===== config.mk =====
export PLATFORM = sky130hd
export DESIGN_NAME = pwm_duty_sequencer_flat
export DESIGN_NICKNAME = d
export VERILOG_FILES = /design/src/rtl/pwm_duty_sequencer_if.sv /design/src/rtl/pwm_duty_sequencer.sv /design/src/flat_wrapper.sv
export SDC_FILE = /design/constraint.sdc
export NUM_CORES = 1
export LEC_CHECK = 0
export CAP_MARGIN = 20
export CELL_PAD_IN_SITES_DETAIL_PLACEMENT = 1
export CELL_PAD_IN_SITES_GLOBAL_PLACEMENT = 2
export CORE_ASPECT_RATIO = 1.25
export CORE_MARGIN = 1.5
export CORE_UTILIZATION = 35
export CTS_CLUSTER_DIAMETER = 80
export DETAILED_ROUTE_END_ITERATION = 16
export GPL_TIMING_DRIVEN = 0
export HOLD_SLACK_MARGIN = 0.15
export MAX_ROUTING_LAYER = met4
export PLACE_DENSITY_LB_ADDON = 0.1
export SYNTH_ARGS = -nofsm -noshare
export SYNTH_HDL_FRONTEND = slang
export SYNTH_SLANG_ARGS = --single-unit

===== constraint.sdc =====
create_clock -name clk -period 8.92 [get_ports clk]
set_clock_uncertainty 0.05 [all_clocks]
set_input_delay 2.676 -clock clk [delete_from_list [all_inputs] [get_ports clk]]
set_output_delay 2.676 -clock clk [all_outputs]
set_load 0.1 [all_outputs]

===== src/rtl/pwm_duty_sequencer_if.sv =====
// Configuration request channel for the PWM duty sequencer.
// One transfer happens on every rising clk edge where cfg_valid and
// cfg_ready are both high.
//   cfg_valid : request valid (master -> slave)
//   cfg_ready : sequencer can accept a request (slave -> master)
//   cfg_ch    : target channel 0..2; 3 is illegal
//   cfg_duty  : requested duty, clamped to DUTY_MAX by the sequencer
//   cfg_mode  : requested mode, 0 = 960 Hz, 1 = 50 Hz servo
interface pwm_duty_sequencer_if #(
  parameter int DUTY_W = 7
);
  logic              cfg_valid;
  logic              cfg_ready;
  logic [1:0]        cfg_ch;
  logic [DUTY_W-1:0] cfg_duty;
  logic              cfg_mode;

  modport master (
    output cfg_valid, cfg_ch, cfg_duty, cfg_mode,
    input  cfg_ready
  );

  modport slave (
    input  cfg_valid, cfg_ch, cfg_duty, cfg_mode,
    output cfg_ready
  );
endinterface


===== src/rtl/pwm_duty_sequencer.sv =====
// Control-plane sequencer in front of the three-channel PWM comparator.
// Owns the live duty and mode inputs of the datapath: requested duties are
// reached by ramping one STEP per PWM period, and a mode change first drains
// every channel to 0, flips the mode on a period boundary, then ramps back.
// Ports:
//   clk         : system clock (10 MHz)
//   rst_n       : asynchronous reset, active HIGH (legacy name kept)
//   period_tick : one-cycle pulse at each PWM period start
//   cfg         : request channel (slave side of pwm_duty_sequencer_if)
//   duty_out    : live duties, ch0 in the least significant DUTY_W bits
//   mode_out    : live mode to the prescaler/comparator
//   busy        : high whenever a ramp or drain is in progress
//   err         : one-cycle pulse after an illegal-channel request
module pwm_duty_sequencer #(
  parameter int NCH      = 3,
  parameter int DUTY_W   = 7,
  parameter int STEP     = 1,
  parameter int DUTY_MAX = 100
) (
  input  logic                  clk,
  input  logic                  rst_n,
  input  logic                  period_tick,
  pwm_duty_sequencer_if.slave   cfg,
  output logic [NCH*DUTY_W-1:0] duty_out,
  output logic                  mode_out,
  output logic                  busy,
  output logic                  err
);

  typedef enum logic [1:0] {IDLE, RAMP, DRAIN} state_t;
  typedef logic [DUTY_W-1:0] duty_t;

  localparam duty_t STEP_D = duty_t'(STEP);
  localparam duty_t MAX_D  = duty_t'(DUTY_MAX);

  state_t state, state_n;
  duty_t  duty   [NCH];
  duty_t  duty_n [NCH];
  duty_t  target   [NCH];
  duty_t  target_n [NCH];
  logic   pending_mode, pending_n;
  logic   mode_n, err_n;
  logic   xfer, legal, all_zero, settled;

  // Move cur toward tgt by at most STEP, landing exactly on tgt.
  function automatic duty_t step_toward(duty_t cur, duty_t tgt);
    if (cur < tgt) return (tgt - cur > STEP_D) ? cur + STEP_D : tgt;
    if (cur > tgt) return (cur - tgt > STEP_D) ? cur - STEP_D : tgt;
    return cur;
  endfunction

  // Ready and busy are pure decodes of the state register, so they are
  // glitch-free and carry no path from the request inputs.
  assign cfg.cfg_ready = (state != DRAIN);
  assign busy          = (state != IDLE);
  assign xfer          = cfg.cfg_valid && cfg.cfg_ready;
  assign legal         = (32'(cfg.cfg_ch) < NCH);

  for (genvar g = 0; g < NCH; g++) begin : g_pack
    assign duty_out[g*DUTY_W +: DUTY_W] = duty[g];
  end

  always_comb begin
    // NOTE: every variable gets a default before any branch, so no path
    // leaves one unassigned and no latch is inferred.
    state_n   = state;
    mode_n    = mode_out;
    pending_n = pending_mode;
    err_n     = 1'b0;
    all_zero  = 1'b1;
    settled   = 1'b1;
    for (int i = 0; i < NCH; i++) begin
      duty_n[i]   = duty[i];
      target_n[i] = target[i];
      if (duty[i] != '0) all_zero = 1'b0;
    end

    // Period-boundary duty movement; always uses the targets held before
    // any transfer in this same cycle.
    case (state)
      RAMP: begin
        if (period_tick) begin
          for (int i = 0; i < NCH; i++) duty_n[i] = step_toward(duty[i], target[i]);
        end
      end
      DRAIN: begin
        if (period_tick) begin
          if (all_zero) begin
            mode_n  = pending_mode;
            state_n = RAMP;
          end else begin
            for (int i = 0; i < NCH; i++)
              duty_n[i] = (duty[i] > STEP_D) ? duty[i] - STEP_D : '0;
          end
        end
      end
      default: ;
    endcase

    if (xfer && !legal) err_n = 1'b1;

    if (xfer && legal) begin
      for (int i = 0; i < NCH; i++) begin
        if (cfg.cfg_ch == 2'(i)) target_n[i] = (cfg.cfg_duty > MAX_D) ? MAX_D : cfg.cfg_duty;
      end
    end

    for (int i = 0; i < NCH; i++) begin
      if (duty_n[i] != target_n[i]) settled = 1'b0;
    end

    // A mode change wins over ramping; otherwise the ramp runs until every
    // channel sits on its target.
    if (xfer && legal) begin
      if (cfg.cfg_mode != mode_out) begin
        pending_n = cfg.cfg_mode;
        state_n   = DRAIN;
      end else begin
        state_n = settled ? IDLE : RAMP;
      end
    end else if (state == RAMP && period_tick) begin
      state_n = settled ? IDLE : RAMP;
    end
  end

  always_ff @(posedge clk or posedge rst_n) begin
    if (rst_n) begin
      state        <= IDLE;
      mode_out     <= 1'b0;
      pending_mode <= 1'b0;
      err          <= 1'b0;
      // NOTE: the duty/target arrays are a handful of flops, not RAM, so
      // they are reset explicitly to give the datapath a known 0 duty.
      for (int i = 0; i < NCH; i++) begin
        duty[i]   <= '0;
        target[i] <= '0;
      end
    end else begin
      // NOTE: non-blocking assignments keep every register updating from
      // the same pre-edge values, independent of statement order.
      state        <= state_n;
      mode_out     <= mode_n;
      pending_mode <= pending_n;
      err          <= err_n;
      for (int i = 0; i < NCH; i++) begin
        duty[i]   <= duty_n[i];
        target[i] <= target_n[i];
      end
    end
  end

endmodule


===== src/flat_wrapper.sv =====
// flat-port wrapper written by rule: the top's interface ports become plain ports
module pwm_duty_sequencer_flat 
#(
  parameter int NCH      = 3,
  parameter int DUTY_W   = 7,
  parameter int STEP     = 1,
  parameter int DUTY_MAX = 100
)
  (clk, rst_n, period_tick, duty_out, mode_out, busy, err, cfg_cfg_valid, cfg_cfg_ch, cfg_cfg_duty, cfg_cfg_mode, cfg_cfg_ready);
  pwm_duty_sequencer_if #(.DUTY_W(DUTY_W)) cfg_i ();
  input  logic clk;
  input  logic rst_n;
  input  logic period_tick;
  output logic [NCH*DUTY_W-1:0] duty_out;
  output logic mode_out;
  output logic busy;
  output logic err;
  input wire logic [$bits(cfg_i.cfg_valid)-1:0] cfg_cfg_valid;
  input wire logic [$bits(cfg_i.cfg_ch)-1:0] cfg_cfg_ch;
  input wire logic [$bits(cfg_i.cfg_duty)-1:0] cfg_cfg_duty;
  input wire logic [$bits(cfg_i.cfg_mode)-1:0] cfg_cfg_mode;
  output wire logic [$bits(cfg_i.cfg_ready)-1:0] cfg_cfg_ready;
  assign cfg_i.cfg_valid = cfg_cfg_valid;
  assign cfg_i.cfg_ch = cfg_cfg_ch;
  assign cfg_i.cfg_duty = cfg_cfg_duty;
  assign cfg_i.cfg_mode = cfg_cfg_mode;
  assign cfg_cfg_ready = cfg_i.cfg_ready;
  pwm_duty_sequencer #(.NCH(NCH), .DUTY_W(DUTY_W), .STEP(STEP), .DUTY_MAX(DUTY_MAX)) u_core (.clk(clk), .rst_n(rst_n), .period_tick(period_tick), .cfg(cfg_i), .duty_out(duty_out), .mode_out(mode_out), .busy(busy), .err(err));
endmodule

==> impl_metrics.yaml <==
yosys:
  synth_seq_cells: 47
  synth_nets: 1060
  synth_commonest_cells: "82 x nand2_1, 75 x nor2_1, 63 x a21oi_1, 56 x inv_1, 52 x ha_1"
  synth_most_common_cell: "nand2_1"
  ys_seq_area_frac: 0.1604
  synth.area.top_cells: "dfrtp_1 16%, ha_1 8.9%, a21oi_1 4.3%, nand2_1 4.2%, nor2_1 3.8%"
  synth_ff_type: "dfrtp_1"
  synth_edf_count: 0
  post-synth-top-area-cell: "dfrtp_1"
  synth_async_sr_flop_share: 1.000
  yosys_warnings: 0
  syn_area_sq_um: 7335
  synth_top_area_frac: 0.1604
  synth_cell_types: 91
  syn_inst: 988
  avgSynthCellArea_sq_um: 7.424
sta:
  rsz0062_at_grt: "false"
  timing.fmax_mhz: 139.9
  setup_viol: 0
  period_share: 0.8015
  slew_headroom: 0.2893
  hold_viol: 0
  finalCriticalPeriod_ps: 7150
  timing_max_transition_violations_final: 0
  worst_slew_pin_slew_ps: 1060
  setup-tns-final_ps: 0
placement:
  post-dp-hpwl_microns: 27630
  place_congestion: 0.9968
  port_buffers: 38
critical_path:
  worst_ep_arrival_time_ps: 7280
  worstPathMaxFanout: 10
  r2r_setup_slack_ps: 2130
  cp.required_ps: 9050
  endpoint_kind: "register"
  critPathLaunchType: "primary input"
  critical_path_class: "in -> reg"
clocking:
  cts_setup_buffers: 0
  cts.path.max_buffers: 2
  ctsResizeCount: 0
  cts_tree: "yes"
  clk-insertion-delay-late_ps: 310
  cts-hold-fix-buffers: 0
  clockRootBuffer: "clkbuf_16"
  ctsHtreeMaxLevel: 2
  clk_pin_slew_ps: 80
  cts.sinks: 47
  numCtsBuffers: 5
route:
  drt_iter0_drc: 541
  vias_per_cell: 6.277
  num_vias: 8223
  post_drt_wl_per_cell_microns: 26.34
  final_antenna_net_count: 0
  drt_first_pass_iters: 8
  routed_wl_microns: 34510
  drc: 0
global_routing:
  antenna_found_initial: 0
  gr-usage-met3: 0.02916
  use_met1: 0.3822
  grt_usage: 0.3244
  top_usage_layer: "met2"
  grt_pass1_vias: 8342
  grt_overflow: 0
  grt_pass1_wl_microns: 52030
  grt_max_degree: 36
  grt_use_met2: 0.5557
floorplanning:
  core_area_sq_um: 20670
  die_area_sq_um: 21840
  die_w_microns: 132.5
  rows: 59
  initial_core_util: 0.3548
  io_pins: 39
  die-height_microns: 164.9
hold_path:
  min_path_type: "reg -> reg"
run:
  max_cap_viol_count: 0
layout:
  diodes: 0
  nNetsFinal: 1107
  drive_gt1_frac: 0.05888
  area.growth.synth_to_final_pct: 12.88
status:
  status: "finished clean"
-- path summary, 6_finish.rpt --
path                                           from             endpoint  depth (start not counted)
worst max-delay path                    period_tick      u_core.state[0]                         12
worst min-delay path            u_core.pending_mode      u_core.mode_out                          1
worst max register to register   u_core.duty_out[7]      u_core.state[0]                         16
worst min register to register  u_core.pending_mode      u_core.mode_out                          1
max in group asynchronous                     rst_n    u_core.target[20]                          3
min in group asynchronous                     rst_n  u_core.pending_mode                          2
-- worst max-delay path, cell delays in order --
cell,delay (ps)
clkdlybuf4s50_1,700
and2_1,180
clkbuf_1,370
clkbuf_1,560
buf_1,610
nand2_1,410
a31oi_1,320
and4_1,240
o2111ai_1,100
or4_1,480
a2111o_1,430
a2bb2oi_1,180
-- sequential cells by signal (all words and copies together), names as in the netlist --
register	cells
u_core.duty_out	21
u_core.err	1
u_core.mode_out	1
u_core.pending_mode	1
u_core.state	2
u_core.target	21
-- routing by layer --
layer  up-vias  part of all wire
met2       258              0.49
met3        92             0.041
met4         0             0.056
met1      4085              0.42
met5         -                 0
li1       3788                 -
-- cells in the final DEF, fill, tap and decap left out, drive strengths merged, types with 13 or more instances in the layout --
cell type      Yosys  routed
a21oi             64      64
buf               15      17
mux2              13      13
ha                52      52
nor2b             14      14
a211oi            15      15
nor2              75      75
xnor2             26      26
nand3             45      45
clkdlybuf4s50      0      38
inv               57      58
nand2b            21      21
clkbuf            45      50
mux2i             26      26
nand2             82      82
o21ai             57      57
nor3              36      36
xor2              16      16
a31oi             18      18
dfrtp             47      47
-- logic make-up after synthesis --
group | share of synthesized area
mux | 0.05544
buf+inv | 0.06414
xor+xnor | 0.05015
fa+ha+maj | 0.1051
simple gates | 0.2677
compound gates | 0.2972
flops | 0.1604
-- area by class of cell --
class | instances | area [sq um]
Fill cell | 2602 | 12390
Multi-Input combinational cell | 819 | 5688
Sequential cell | 47 | 1176
Timing Repair Buffer | 40 | 405.4
Tap cell | 274 | 342.8
Buffer | 60 | 237.7
Inverter | 62 | 232.7
Clock buffer | 5 | 125.1
Clock inverter | 3 | 71.32
-- per-stage QoR --
step / hold slack [ps] / worst slack [ps] / std cells / area [sq um] / utilization
2_1_floorplan: 437.1 / 3328 / 988 / 7335 / -
6_report: 483.3 / 1770 / 1310 / 8279 / 0.4005
3_5_place_dp: 467.6 / 1561 / 1301 / 8078 / 0.3908
5_1_grt: 505.3 / 1738 / 1310 / 8279 / 0.4005
3_3_place_gp: 466.4 / 1463 / 1300 / 8058 / 0.3898
4_1_cts: 486.5 / 1897 / 1309 / 8274 / 0.4003
Power is not shown: default switching activity piles up to over one toggle a cycle in this logic, so the estimate is an artifact.
